`src/rtl/osd_spi_sched_pkg.sv`:
```
// Shared definitions for the OSD SPI scheduler: OSD command encodings,
// payload length limit, FSM state encoding and small command helpers.
package osd_spi_sched_pkg;

  localparam logic [7:0] OSD_CMD_WRITE  = 8'h20;
  localparam logic [7:0] OSD_CMD_ENABLE = 8'h40;
  localparam logic [7:0] OSD_LINE_MASK  = 8'h07;
  localparam logic [8:0] OSD_MAX_LEN    = 9'd256;

  typedef enum logic [2:0] {
    ST_IDLE  = 3'd0,
    ST_CMD   = 3'd1,
    ST_FETCH = 3'd2,
    ST_DATA  = 3'd3,
    ST_TAIL  = 3'd4,
    ST_GAP   = 3'd5
  } state_t;

  // Requested payload length saturated to what one OSD line accepts.
  function automatic logic [8:0] clamp_len(input logic [8:0] len);
    return (len > OSD_MAX_LEN) ? OSD_MAX_LEN : len;
  endfunction

  function automatic logic [7:0] osd_cmd_wr(input logic [2:0] line);
    return OSD_CMD_WRITE | ({5'd0, line} & OSD_LINE_MASK);
  endfunction

  function automatic logic [7:0] osd_cmd_en(input logic en);
    return OSD_CMD_ENABLE | {7'd0, en};
  endfunction

endpackage

```
`src/rtl/osd_spi_sched_if.sv`:
```
// Requester-side bus of the OSD SPI scheduler (two requesters, index k).
//   req_valid[k] / req_ready[k] : request handshake, ready is a 1-cycle grant
//   req_cmd[k], req_len[k]      : command byte and payload length (0..511)
//   dat_req[k] / dat_in[k]      : payload pull; byte valid the cycle after dat_req
// master = requesters, slave = scheduler.
interface osd_spi_sched_if;
  logic [1:0]       req_valid;
  logic [1:0][7:0]  req_cmd;
  logic [1:0][8:0]  req_len;
  logic [1:0]       req_ready;
  logic [1:0]       dat_req;
  logic [1:0][7:0]  dat_in;

  modport master (output req_valid, req_cmd, req_len, dat_in,
                  input  req_ready, dat_req);
  modport slave  (input  req_valid, req_cmd, req_len, dat_in,
                  output req_ready, dat_req);
endinterface

```
`src/rtl/osd_spi_sched_shift.sv`:
```
// One-byte SPI mode-0 serialiser.
//   i_load/i_byte : start shifting a byte (DI = bit 7 the next cycle)
//   o_sck/o_di    : SPI clock (idle low) and data, MSB first
//   o_done        : high in the last SCK-high cycle of the byte, i.e. SCK
//                   falls and the shifter goes idle on the next edge
// Each bit: SCK low CLK_DIV cycles, then high CLK_DIV cycles; DI only
// changes on the edge where SCK goes low.
module osd_spi_sched_shift #(
  parameter int CLK_DIV = 4
) (
  input  logic       clk_sys,
  input  logic       reset_n,
  input  logic       i_load,
  input  logic [7:0] i_byte,
  output logic       o_sck,
  output logic       o_di,
  output logic       o_done
);
  logic        r_act;
  logic        r_sck;
  logic [15:0] r_cnt;
  logic [2:0]  r_bit;
  logic [7:0]  r_sh;
  logic        w_tick;

  assign w_tick = r_act && (r_cnt == 16'(CLK_DIV - 1));
  assign o_done = w_tick && r_sck && (r_bit == 3'd7);
  assign o_sck  = r_sck;
  assign o_di   = r_sh[7];

  always_ff @(posedge clk_sys or negedge reset_n) begin
    if (!reset_n) begin
      r_act <= 1'b0;
      r_sck <= 1'b0;
      r_cnt <= '0;
      r_bit <= '0;
      r_sh  <= '0;
    end else if (i_load) begin
      r_act <= 1'b1;
      r_sck <= 1'b0;
      r_cnt <= '0;
      r_bit <= '0;
      r_sh  <= i_byte;
    end else if (r_act) begin
      if (w_tick) begin
        r_cnt <= '0;
        if (!r_sck) begin
          r_sck <= 1'b1;
        end else begin
          r_sck <= 1'b0;
          if (r_bit == 3'd7) begin
            // Last bit keeps DI as is; the top masks DI once SS3 rises.
            r_act <= 1'b0;
          end else begin
            r_bit <= r_bit + 3'd1;
            r_sh  <= {r_sh[6:0], 1'b0};
          end
        end
      end else begin
        r_cnt <= r_cnt + 16'd1;
      end
    end
  end
endmodule

```
`src/rtl/osd_spi_sched.sv`:
```
// OSD SPI link scheduler: round-robin arbitration between two requesters,
// each grant serialised as one OSD transaction (command byte + 0..256
// payload bytes pulled through dat_req/dat_in).
//   clk_sys, reset_n : clock, async active-low reset
//   bus (slave)      : requester handshake and payload pull
//   busy, grant_id   : transaction in flight, current/last granted index
//   SPI_SCK/SS3/DI   : mode-0 SPI to the OSD receiver, SS3 active low
module osd_spi_sched
  import osd_spi_sched_pkg::*;
#(
  parameter int CLK_DIV = 4,
  parameter int GUARD   = 4
) (
  input  logic           clk_sys,
  input  logic           reset_n,
  osd_spi_sched_if.slave bus,
  output logic           busy,
  output logic           grant_id,
  output logic           SPI_SCK,
  output logic           SPI_SS3,
  output logic           SPI_DI
);
  state_t      r_state;
  logic        r_last;
  logic [7:0]  r_cmd;
  logic [8:0]  r_rem;
  logic [15:0] r_cnt;
  logic [1:0]  r_req_ready;
  logic [1:0]  r_dat_req;
  logic        r_busy;
  logic        r_gid;
  logic        r_ss3;

  logic        w_gnt;
  logic        w_k;
  logic        w_load;
  logic [7:0]  w_byte;
  logic        w_sck;
  logic        w_di;
  logic        w_done;

  // Round robin: on contention the requester not granted last wins.
  always_comb begin
    w_gnt = 1'b0;
    w_k   = 1'b0;
    case (bus.req_valid)
      2'b01:   begin w_gnt = 1'b1; w_k = 1'b0;    end
      2'b10:   begin w_gnt = 1'b1; w_k = 1'b1;    end
      2'b11:   begin w_gnt = 1'b1; w_k = ~r_last; end
      default: begin w_gnt = 1'b0; w_k = 1'b0;    end
    endcase
  end

  // Command loads on the grant cycle (SS3 still high); payload loads on the
  // second FETCH cycle, when dat_in answers the previous cycle's dat_req.
  assign w_load = ((r_state == ST_CMD) && r_ss3) ||
                  ((r_state == ST_FETCH) && (r_dat_req == 2'b00));
  assign w_byte = (r_state == ST_CMD) ? r_cmd : bus.dat_in[r_gid];

  osd_spi_sched_shift #(.CLK_DIV(CLK_DIV)) u_shift (
    .clk_sys (clk_sys),
    .reset_n (reset_n),
    .i_load  (w_load),
    .i_byte  (w_byte),
    .o_sck   (w_sck),
    .o_di    (w_di),
    .o_done  (w_done)
  );

  always_ff @(posedge clk_sys or negedge reset_n) begin
    if (!reset_n) begin
      r_state     <= ST_IDLE;
      r_last      <= 1'b1;
      r_cmd       <= '0;
      r_rem       <= '0;
      r_cnt       <= '0;
      r_req_ready <= '0;
      r_dat_req   <= '0;
      r_busy      <= 1'b0;
      r_gid       <= 1'b0;
      r_ss3       <= 1'b1;
    end else begin
      r_req_ready <= '0;
      r_dat_req   <= '0;
      case (r_state)
        ST_IDLE: begin
          if (w_gnt) begin
            r_req_ready <= w_k ? 2'b10 : 2'b01;
            r_gid       <= w_k;
            r_last      <= w_k;
            r_busy      <= 1'b1;
            r_cmd       <= bus.req_cmd[w_k];
            r_rem       <= clamp_len(bus.req_len[w_k]);
            r_state     <= ST_CMD;
          end
        end
        ST_CMD, ST_DATA: begin
          if (r_ss3) begin
            r_ss3 <= 1'b0;
          end else if (w_done) begin
            if (r_rem != 9'd0) begin
              r_dat_req <= r_gid ? 2'b10 : 2'b01;
              r_rem     <= r_rem - 9'd1;
              r_state   <= ST_FETCH;
            end else begin
              r_cnt   <= '0;
              r_state <= ST_TAIL;
            end
          end
        end
        ST_FETCH: begin
          if (r_dat_req == 2'b00) r_state <= ST_DATA;
        end
        ST_TAIL: begin
          if (r_cnt == 16'(CLK_DIV - 1)) begin
            r_cnt   <= '0;
            r_ss3   <= 1'b1;
            r_state <= ST_GAP;
          end else begin
            r_cnt <= r_cnt + 16'd1;
          end
        end
        ST_GAP: begin
          if (r_cnt == 16'(GUARD - 1)) begin
            r_cnt   <= '0;
            r_busy  <= 1'b0;
            r_state <= ST_IDLE;
          end else begin
            r_cnt <= r_cnt + 16'd1;
          end
        end
        default: r_state <= ST_IDLE;
      endcase
    end
  end

  assign bus.req_ready = r_req_ready;
  assign bus.dat_req   = r_dat_req;
  assign busy          = r_busy;
  assign grant_id      = r_gid;
  assign SPI_SCK       = w_sck;
  assign SPI_SS3       = r_ss3;
  assign SPI_DI        = r_ss3 ? 1'b0 : w_di;
endmodule

```
`src/flat_wrapper.sv`:
```
// flat-port wrapper written by rule: the top's interface ports become plain ports
module osd_spi_sched_flat import osd_spi_sched_pkg::*;
#(
  parameter int CLK_DIV = 4,
  parameter int GUARD   = 4
)
  (clk_sys, reset_n, busy, grant_id, SPI_SCK, SPI_SS3, SPI_DI, bus_req_valid, bus_req_cmd, bus_req_len, bus_dat_in, bus_req_ready, bus_dat_req);
  osd_spi_sched_if bus_i ();
  input  logic clk_sys;
  input  logic reset_n;
  output logic busy;
  output logic grant_id;
  output logic SPI_SCK;
  output logic SPI_SS3;
  output logic SPI_DI;
  input wire logic [$bits(bus_i.req_valid)-1:0] bus_req_valid;
  input wire logic [$bits(bus_i.req_cmd)-1:0] bus_req_cmd;
  input wire logic [$bits(bus_i.req_len)-1:0] bus_req_len;
  input wire logic [$bits(bus_i.dat_in)-1:0] bus_dat_in;
  output wire logic [$bits(bus_i.req_ready)-1:0] bus_req_ready;
  output wire logic [$bits(bus_i.dat_req)-1:0] bus_dat_req;
  assign bus_i.req_valid = bus_req_valid;
  assign bus_i.req_cmd = bus_req_cmd;
  assign bus_i.req_len = bus_req_len;
  assign bus_i.dat_in = bus_dat_in;
  assign bus_req_ready = bus_i.req_ready;
  assign bus_dat_req = bus_i.dat_req;
  osd_spi_sched #(.CLK_DIV(CLK_DIV), .GUARD(GUARD)) u_core (.clk_sys(clk_sys), .reset_n(reset_n), .bus(bus_i), .busy(busy), .grant_id(grant_id), .SPI_SCK(SPI_SCK), .SPI_SS3(SPI_SS3), .SPI_DI(SPI_DI));
endmodule
```
`config.mk`:
```
export PLATFORM = sky130hd
export DESIGN_NAME = osd_spi_sched_flat
export DESIGN_NICKNAME = d
export VERILOG_FILES = /design/src/rtl/osd_spi_sched_pkg.sv /design/src/rtl/osd_spi_sched_if.sv /design/src/rtl/osd_spi_sched_shift.sv /design/src/rtl/osd_spi_sched.sv /design/src/flat_wrapper.sv
export SDC_FILE = /design/constraint.sdc
export NUM_CORES = 1
export LEC_CHECK = 0
export CORE_MARGIN = 1.5
export CORE_UTILIZATION = 46
export CTS_BUF_LIST = sky130_fd_sc_hd__clkbuf_2
export CTS_CLUSTER_DIAMETER = 60
export DETAILED_ROUTE_END_ITERATION = 10
export PLACE_DENSITY_LB_ADDON = 0.3
export SLEW_MARGIN = 20
export SYNTH_ARGS = -nofsm -noshare
export SYNTH_HDL_FRONTEND = slang
export SYNTH_SLANG_ARGS = --single-unit
```
`constraint.sdc`:
```
create_clock -name clk_sys -period 2.5 [get_ports clk_sys]
set_clock_uncertainty 0.2 [all_clocks]
set_input_delay 0.375 -clock clk_sys [delete_from_list [all_inputs] [get_ports clk_sys]]
set_output_delay 0.375 -clock clk_sys [all_outputs]
set_load 0.01 [all_outputs]
```
; Word-level counts from Yosys, hierarchy flattened
; Cells that the tools add are included.
[totals]
reg_bits = 73
inputBits = 54
out_inout_bits = 9
wordCells = 134
[classes]
add_sub_neg = 4
magnitude_cmp = 3
n_eq_ne = 20
n_mux = 64
n_bitwise = 1
n_reduce_logical = 27
[op_table]
columns = op, count
row1 = 2-to-1 mux 16 bit, 7
row2 = 2-to-1 mux 8 bit, 10
row3 = 2-to-1 mux 9 bit, 7
row4 = 2-to-1 mux 3 bit, 12
row5 = adder 16 x 1 -> 16 bit (second input constant), 2
row6 = == test 16 x 2 -> 1 bit (second input constant), 2
row7 = case mux 16 bit (2 select lines), 1
row8 = case mux 9 bit (2 select lines), 1
row9 = 2-to-1 mux 2 bit, 8
row10 = case mux 3 bit (5 select lines), 1
row11 = 2-to-1 mux 1 bit, 14
row12 = nonzero test 2 bit, 7
row13 = != test 2 bit (second input constant), 5
row14 = == test 3 bit (second input constant), 3
row15 = greater-than comparator 9 bit (second input constant), 1
row16 = nonzero test 9 bit, 1
row17 = subtractor 9 x 1 -> 9 bit (second input constant), 1
row18 = != test 2 x 1 -> 1 bit (second input constant), 4
row19 = AND reduction 4 bit, 2
row20 = == test 3 x 2 -> 1 bit (second input constant), 2
row21 = case mux 1 bit (2 select lines), 3
row22 = AND reduction 2 bit, 3
row23 = AND reduction 6 bit, 1
row24 = logical AND 1 bit, 5
row25 = 13 further kinds, 16

; Logic depth before layout (Yosys ltp)
[logic_depth]
ltp_word = 8
depth_mapped = 7
mapped_depth_nobuf = 6

; By module
; From an unflattened synthesis, not the netlist that was laid out.
[unflattened]
hier_cells = 485
hier_area_um2 = 4361.7
[by_module_without_submodules]
columns = module, n_inst, cells_per_inst, area_per_inst_um2, seq_area_each_um2
row1 = osd_spi_sched, 1, 322, 2807.7, 1103.6
row2 = osd_spi_sched_shift, 1, 163, 1554.0, 725.7

; Least setup slack after synthesis
; No wires, ideal clock.
[synth_path]
path_type = reg-to-reg
start = reg u_core.r_ss3 (netlist: u_core.SPI_SS3)
end = reg u_core.u_shift.r_cnt[9]
setup_time_ns = 0.080
arrival_ns = 2.006
required_ns = 2.220
setup_slack_ns = 0.214
stages_incl_launch_ff = 6
n_path_buf = 1
synth_period_minus_slack_ns = 2.286
path_cell_list = dfstp_2 -> buf_2 -> or4bb_1 -> o211a_4 -> or4_1 -> a21oi_1
[synth_between]
elab_chain_cells = 3
elab_cells_between_ends = 4
cone_classes = mux (1) / reduce/logical (3)
[synth_lines]
columns = item, line_no
row1 = start: declaration, osd_spi_sched.sv:32  ; logic r_ss3;
row2 = start signal: assignment, osd_spi_sched.sv:81  ; r_ss3 <= 1'b1;
row3 = start signal: assignment, osd_spi_sched.sv:99  ; r_ss3 <= 1'b0;
row4 = start signal: assignment, osd_spi_sched.sv:117  ; r_ss3 <= 1'b1;
row5 = logical AND 1 bit *, osd_spi_sched.sv:56  ; assign w_load = ((r_state == ST_CMD) && r_ss3) ||
row6 = logical OR 1 bit *, osd_spi_sched.sv:56
row7 = 2-to-1 mux 16 bit or nonzero test 2 bit (tied branches), --
row8 = end signal: assignment, osd_spi_sched_shift.sv:60  ; r_cnt <= r_cnt + 16'd1;
row9 = end: declaration, osd_spi_sched_shift.sv:21  ; logic [15:0] r_cnt;
; Every way passes the cells marked *; elsewhere a longest branch is shown, timed or not.
; A chain may end at the register's enable or synchronous reset.

; Worst setup path after layout
[layout_path]
start = reg u_core.r_ss3 (netlist: u_core.SPI_SS3)
end = out SPI_DI
[layout_between]
elab_chain_cells = 1
[layout_lines]
columns = item, line_no
row1 = 2-to-1 mux 1 bit, osd_spi_sched.sv:143  ; assign SPI_DI = r_ss3 ? 1'b0 : w_di;
row2 = end: declaration, flat_wrapper.sv:15  ; output logic SPI_DI;
; No other way between the ends.

==> metrics.txt <==
# TYPE chip_impl_metric gauge
chip_impl_metric{name="powerDensity",unit="nW/um2"} 422.0
chip_impl_metric{name="maximum_number_of_pins_on_one_net_before_global_route_repair",unit=""} 39
chip_impl_metric{name="area_of_the_die",unit="um2"} 10150
chip_impl_metric{name="cts_inserted_buffers",unit=""} 9
chip_impl_metric{name="dp_hpwl",unit="mm"} 7.316
chip_impl_metric{name="synth_enable_flop_cells",unit=""} 0
chip_impl_metric{name="route.final.wire_length",unit="mm"} 10.11
chip_impl_metric{name="cap_viol_max_count",unit=""} 0
chip_impl_metric{name="final_max_slew_viol_count",unit=""} 0
chip_impl_metric{name="detail_route.iter0.violations",unit=""} 184
chip_impl_metric{name="dr.pass1.iters",unit=""} 5
chip_impl_metric{name="switching_share_of_power",unit=""} 0.2579
chip_impl_metric{name="net_count_synth",unit=""} 534
chip_impl_metric{name="synth-seq-cells",unit=""} 73
chip_impl_metric{name="io_buffers",unit=""} 62
chip_impl_metric{name="totalNegativeSetupSlack",unit="ns"} 0
chip_impl_metric{name="die-height",unit="um"} 100.8
chip_impl_metric{name="syn-mean-instance-area",unit="um2"} 9.256
chip_impl_metric{name="portion_of_netlist_area_occupied_by_mux_cells",unit=""} 0.05521
chip_impl_info{name="standard_cell_with_the_maximum_stage_delay_on_the_critical_path",value="dfstp_2"} 1
chip_impl_metric{name="route.detailed.vias_per_inst",unit=""} 5.987
chip_impl_metric{name="clock.fmax",unit="MHz"} 416.8
chip_impl_metric{name="die-width",unit="um"} 100.8
chip_impl_metric{name="slew-limit-headroom",unit=""} 0.6073
chip_impl_metric{name="power.combinational.fraction",unit=""} 0.102
chip_impl_metric{name="drive_above_1_share",unit=""} 0.09945
chip_impl_metric{name="grt_first_pass_wirelength",unit="mm"} 17.31
chip_impl_metric{name="yosysSeqAreaShare",unit=""} 0.4161
chip_impl_metric{name="final.period_utilization",unit=""} 0.9598
chip_impl_info{name="hold_path_class",value="input pin to asynchronous set/reset pin"} 1
chip_impl_info{name="path_class",value="register to output pin"} 1
chip_impl_metric{name="clock-sinks",unit=""} 73
chip_impl_metric{name="vias",unit=""} 4023
chip_impl_metric{name="gr-total-overflow",unit=""} 0
chip_impl_metric{name="finalCoreUtilization",unit=""} 0.5832
chip_impl_metric{name="final_net_count",unit=""} 597
chip_impl_metric{name="gr-usage-all-layers",unit=""} 0.2117
chip_impl_info{name="rsz0062_at_grt",value="no"} 1
chip_impl_metric{name="cp.arrival",unit="ns"} 1.82
chip_impl_metric{name="drc_violations_left",unit=""} 0
chip_impl_metric{name="core_region_area",unit="um2"} 9240
chip_impl_metric{name="detail_route.wl_per_cell",unit="um"} 15.04
chip_impl_metric{name="hold_viol_final",unit=""} 0
chip_impl_metric{name="timing.final.crit_period",unit="ns"} 2.399
chip_impl_metric{name="clk_latency",unit="ns"} 0.56
chip_impl_metric{name="antenna_left",unit=""} 0
chip_impl_metric{name="ff2ff_setup_slack",unit="ns"} 0.16
chip_impl_metric{name="vias_in_the_first_global_route",unit=""} 3892
chip_impl_metric{name="cp_slowest_stage_delay",unit="ns"} 0.58
chip_impl_metric{name="grt_antenna_before_repair",unit=""} 0
chip_impl_info{name="cts_tree",value="built"} 1
chip_impl_metric{name="critPathRequiredTime",unit="ns"} 1.92
chip_impl_info{name="synthFlopType",value="dfrtp_1"} 1
chip_impl_metric{name="power.total",unit="mW"} 2.274
chip_impl_metric{name="diodes",unit=""} 0
chip_impl_info{name="synth_area_leaders",value="dfrtp_1 (40%), mux2i_1 (5.0%), o211ai_1 (3.4%)"} 1
chip_impl_metric{name="synth-warning-count",unit=""} 0
chip_impl_metric{name="report.final.setup_viol",unit=""} 0
chip_impl_metric{name="synth.top_cell.area_share",unit=""} 0.4041
chip_impl_metric{name="critical_path_peak_fanout",unit=""} 10
chip_impl_info{name="worst_setup_path_end_kind",value="output pin"} 1
chip_impl_metric{name="initial_standard_cell_utilization_of_the_core",unit=""} 0.4758
chip_impl_metric{name="post_synth_and_or_nand_nor_area_fraction",unit=""} 0.2669
chip_impl_info{name="worst_setup_path_start_kind",value="register"} 1
chip_impl_metric{name="worst_slew_pin_slew",unit="ns"} 0.5878
chip_impl_metric{name="leakage",unit="nW"} 2.252
chip_impl_metric{name="post_synth_arst_share",unit=""} 1.000
chip_impl_metric{name="power_switching",unit="mW"} 0.5863
chip_impl_metric{name="clock_power_share",unit=""} 0.359
chip_impl_info{name="cp_cell_sequence",value="buf_4 > nor2b_1 > clkdlybuf4s50_1"} 1
chip_impl_metric{name="syn_inst",unit=""} 475
chip_impl_metric{name="ctsHtreeMaxLevel",unit=""} 3
chip_impl_metric{name="synth-adder-area-share",unit=""} 0.01423
chip_impl_metric{name="synth_cell_types",unit=""} 63
chip_impl_metric{name="post_synth_xor_xnor_area",unit=""} 0.003984
chip_impl_metric{name="vdd_drop_max",unit="mV"} 0.2197
chip_impl_metric{name="std_cell_rows",unit=""} 35
chip_impl_info{name="netlist.top_cell.by_area",value="dfrtp_1"} 1
chip_impl_info{name="clock-root-buffer",value="clkbuf_2"} 1
chip_impl_metric{name="fraction_of_the_mapped_netlist_area_in_compound_gates",unit=""} 0.2075
chip_impl_info{name="outcome",value="finished, final reports clean"} 1
chip_impl_metric{name="synthToLayoutAreaGrowth",unit="%"} 22.57
chip_impl_metric{name="netlist_area",unit="um2"} 4397
chip_impl_metric{name="power.internal",unit="mW"} 1.688
chip_impl_metric{name="seq_power_share",unit=""} 0.539
chip_impl_metric{name="routabilityCongestion",unit=""} 0.8277
chip_impl_info{name="synth_top_family_by_area",value="simple AND/OR/NAND/NOR gates"} 1
chip_impl_metric{name="clkSlewWorstSetupHoldPaths",unit="ns"} 0.23
chip_impl_metric{name="cts-root-to-sink-buffers",unit=""} 2
chip_impl_metric{name="io_count",unit=""} 63
chip_impl_metric{name="post_cts_setup_buffers",unit=""} 0
-- layout by cell type (no fill, tap or decap), types with 11 or more instances in the layout --
| master | synthesis | layout |
|---|---|---|
| dfrtp_1 | 71 | 71 |
| clkdlybuf4s50_1 | 0 | 60 |
| o21ai_0 | 25 | 25 |
| nor3_1 | 13 | 12 |
| mux2i_1 | 22 | 22 |
| and3_1 | 13 | 13 |
| nand2_1 | 37 | 37 |
| or3_1 | 11 | 11 |
| nand4_1 | 18 | 18 |
| nor4_1 | 16 | 16 |
| a21oi_1 | 20 | 20 |
| nand2b_1 | 12 | 12 |
| nand3_1 | 26 | 26 |
| nor2_1 | 16 | 16 |
| buf_4 | 1 | 17 |
| o211ai_1 | 20 | 20 |
-- cells by family after synthesis --
logic type	count (synthesis)
compound gates	128
xor+xnor	2
fa+ha+maj	5
buf+inv	38
flops	73
mux	24
simple gates	205
-- timing repair --
action,4_1_cts,5_1_grt
setup endpoints to repair,0,30
hold buffers,1,0
gates resized for setup,0,5
hold endpoints to repair,50,0
-- metal layers --
layer | GRT usage | up-vias | wire [um]
li1 | - | 1970 | -
met2 | 0.3514 | 138 | 4848
met4 | 0.07367 | 0 | 125
met1 | 0.2750 | 1900 | 4582
met3 | 0.04369 | 15 | 554
met5 | 0 | - | 0
-- synthesized netlist by cell type, types with 10 or more instances --
master    instances
a21oi_1          20
nor3_1           13
o21ai_0          25
or3_1            11
o31ai_1          10
and3_1           13
nand2_1          37
o211ai_1         20
mux2i_1          22
nand2b_1         12
clkbuf_1         23
nor4_1           16
nand4_1          18
dfrtp_1          71
nor2_1           16
nand3_1          26
-- through the flow --
stage | hold WS (ns) | instance area (um2) | worst slack, ns | cells
floorplan | -0.1206 | 4397 | 0.2143 | 475
global placement | 0.1722 | 5216 | 0.2218 | 655
detailed placement | 0.1787 | 5216 | 0.1105 | 655
CTS | 0.09850 | 5373 | 0.05240 | 672
global route | 0.09207 | 5389 | 0.0001092 | 672
finish | 0.08664 | 5389 | 0.1006 | 672
-- flip-flops by register name, indices dropped and copies added (netlist names), 2 cells and up --
register              flops
u_core.bus.dat_req        2
u_core.bus.req_ready      2
u_core.r_cmd              8
u_core.r_cnt             16
u_core.r_rem              9
u_core.r_state            3
u_core.u_shift.r_bit      3
u_core.u_shift.r_cnt     16
u_core.u_shift.r_sh       8
-- final timing paths --
kind / startpoint / endpoint / cells past startpoint
hold / removal: reset_n / u_core.u_shift.r_cnt[12] / 2
setup / recovery: u_core.SPI_SS3 / SPI_DI / 3
hold reg to reg: u_core.r_cmd[0] / u_core.r_cmd[0] / 2
max in group asynchronous: reset_n / u_core.u_shift.o_sck / 4
min in group clk_sys: bus_req_cmd[6] / u_core.r_cmd[6] / 3
setup reg to reg: u_core.r_state[1] / u_core.u_shift.r_cnt[11] / 4
-- critical path, delay by kind of cell (launching register included) --
kind	cells	cell delay [ns]
buf+inv	2	0.65
flops	1	0.58
simple gates	1	0.06
-- power groups by stage --
| stage | Clock, mW | Sequential [mW] | Combinational, mW |
|---|---|---|---|
| finish | 0.816 | 1.23 | 0.232 |
| global route | 0.883 | 1.23 | 0.256 |
| CTS | 0.824 | 1.23 | 0.236 |
| detailed placement | 0 | 1.25 | 0.234 |
| global placement | 0 | 1.25 | 0.228 |
| floorplan | 0 | 1.24 | 0.0908 |
-- cell type report --
cell class              instances  area (um2)
clock buffers                   9       45.04
clock inverters                 7       101.3
flip-flops and latches         73        1829
inverters                       8       30.03
multi-input cells             364        2426
fillers                       826        3851
well taps                     129       161.4
repair buffers                 82       795.8
(Power assumes the default switching activity.)
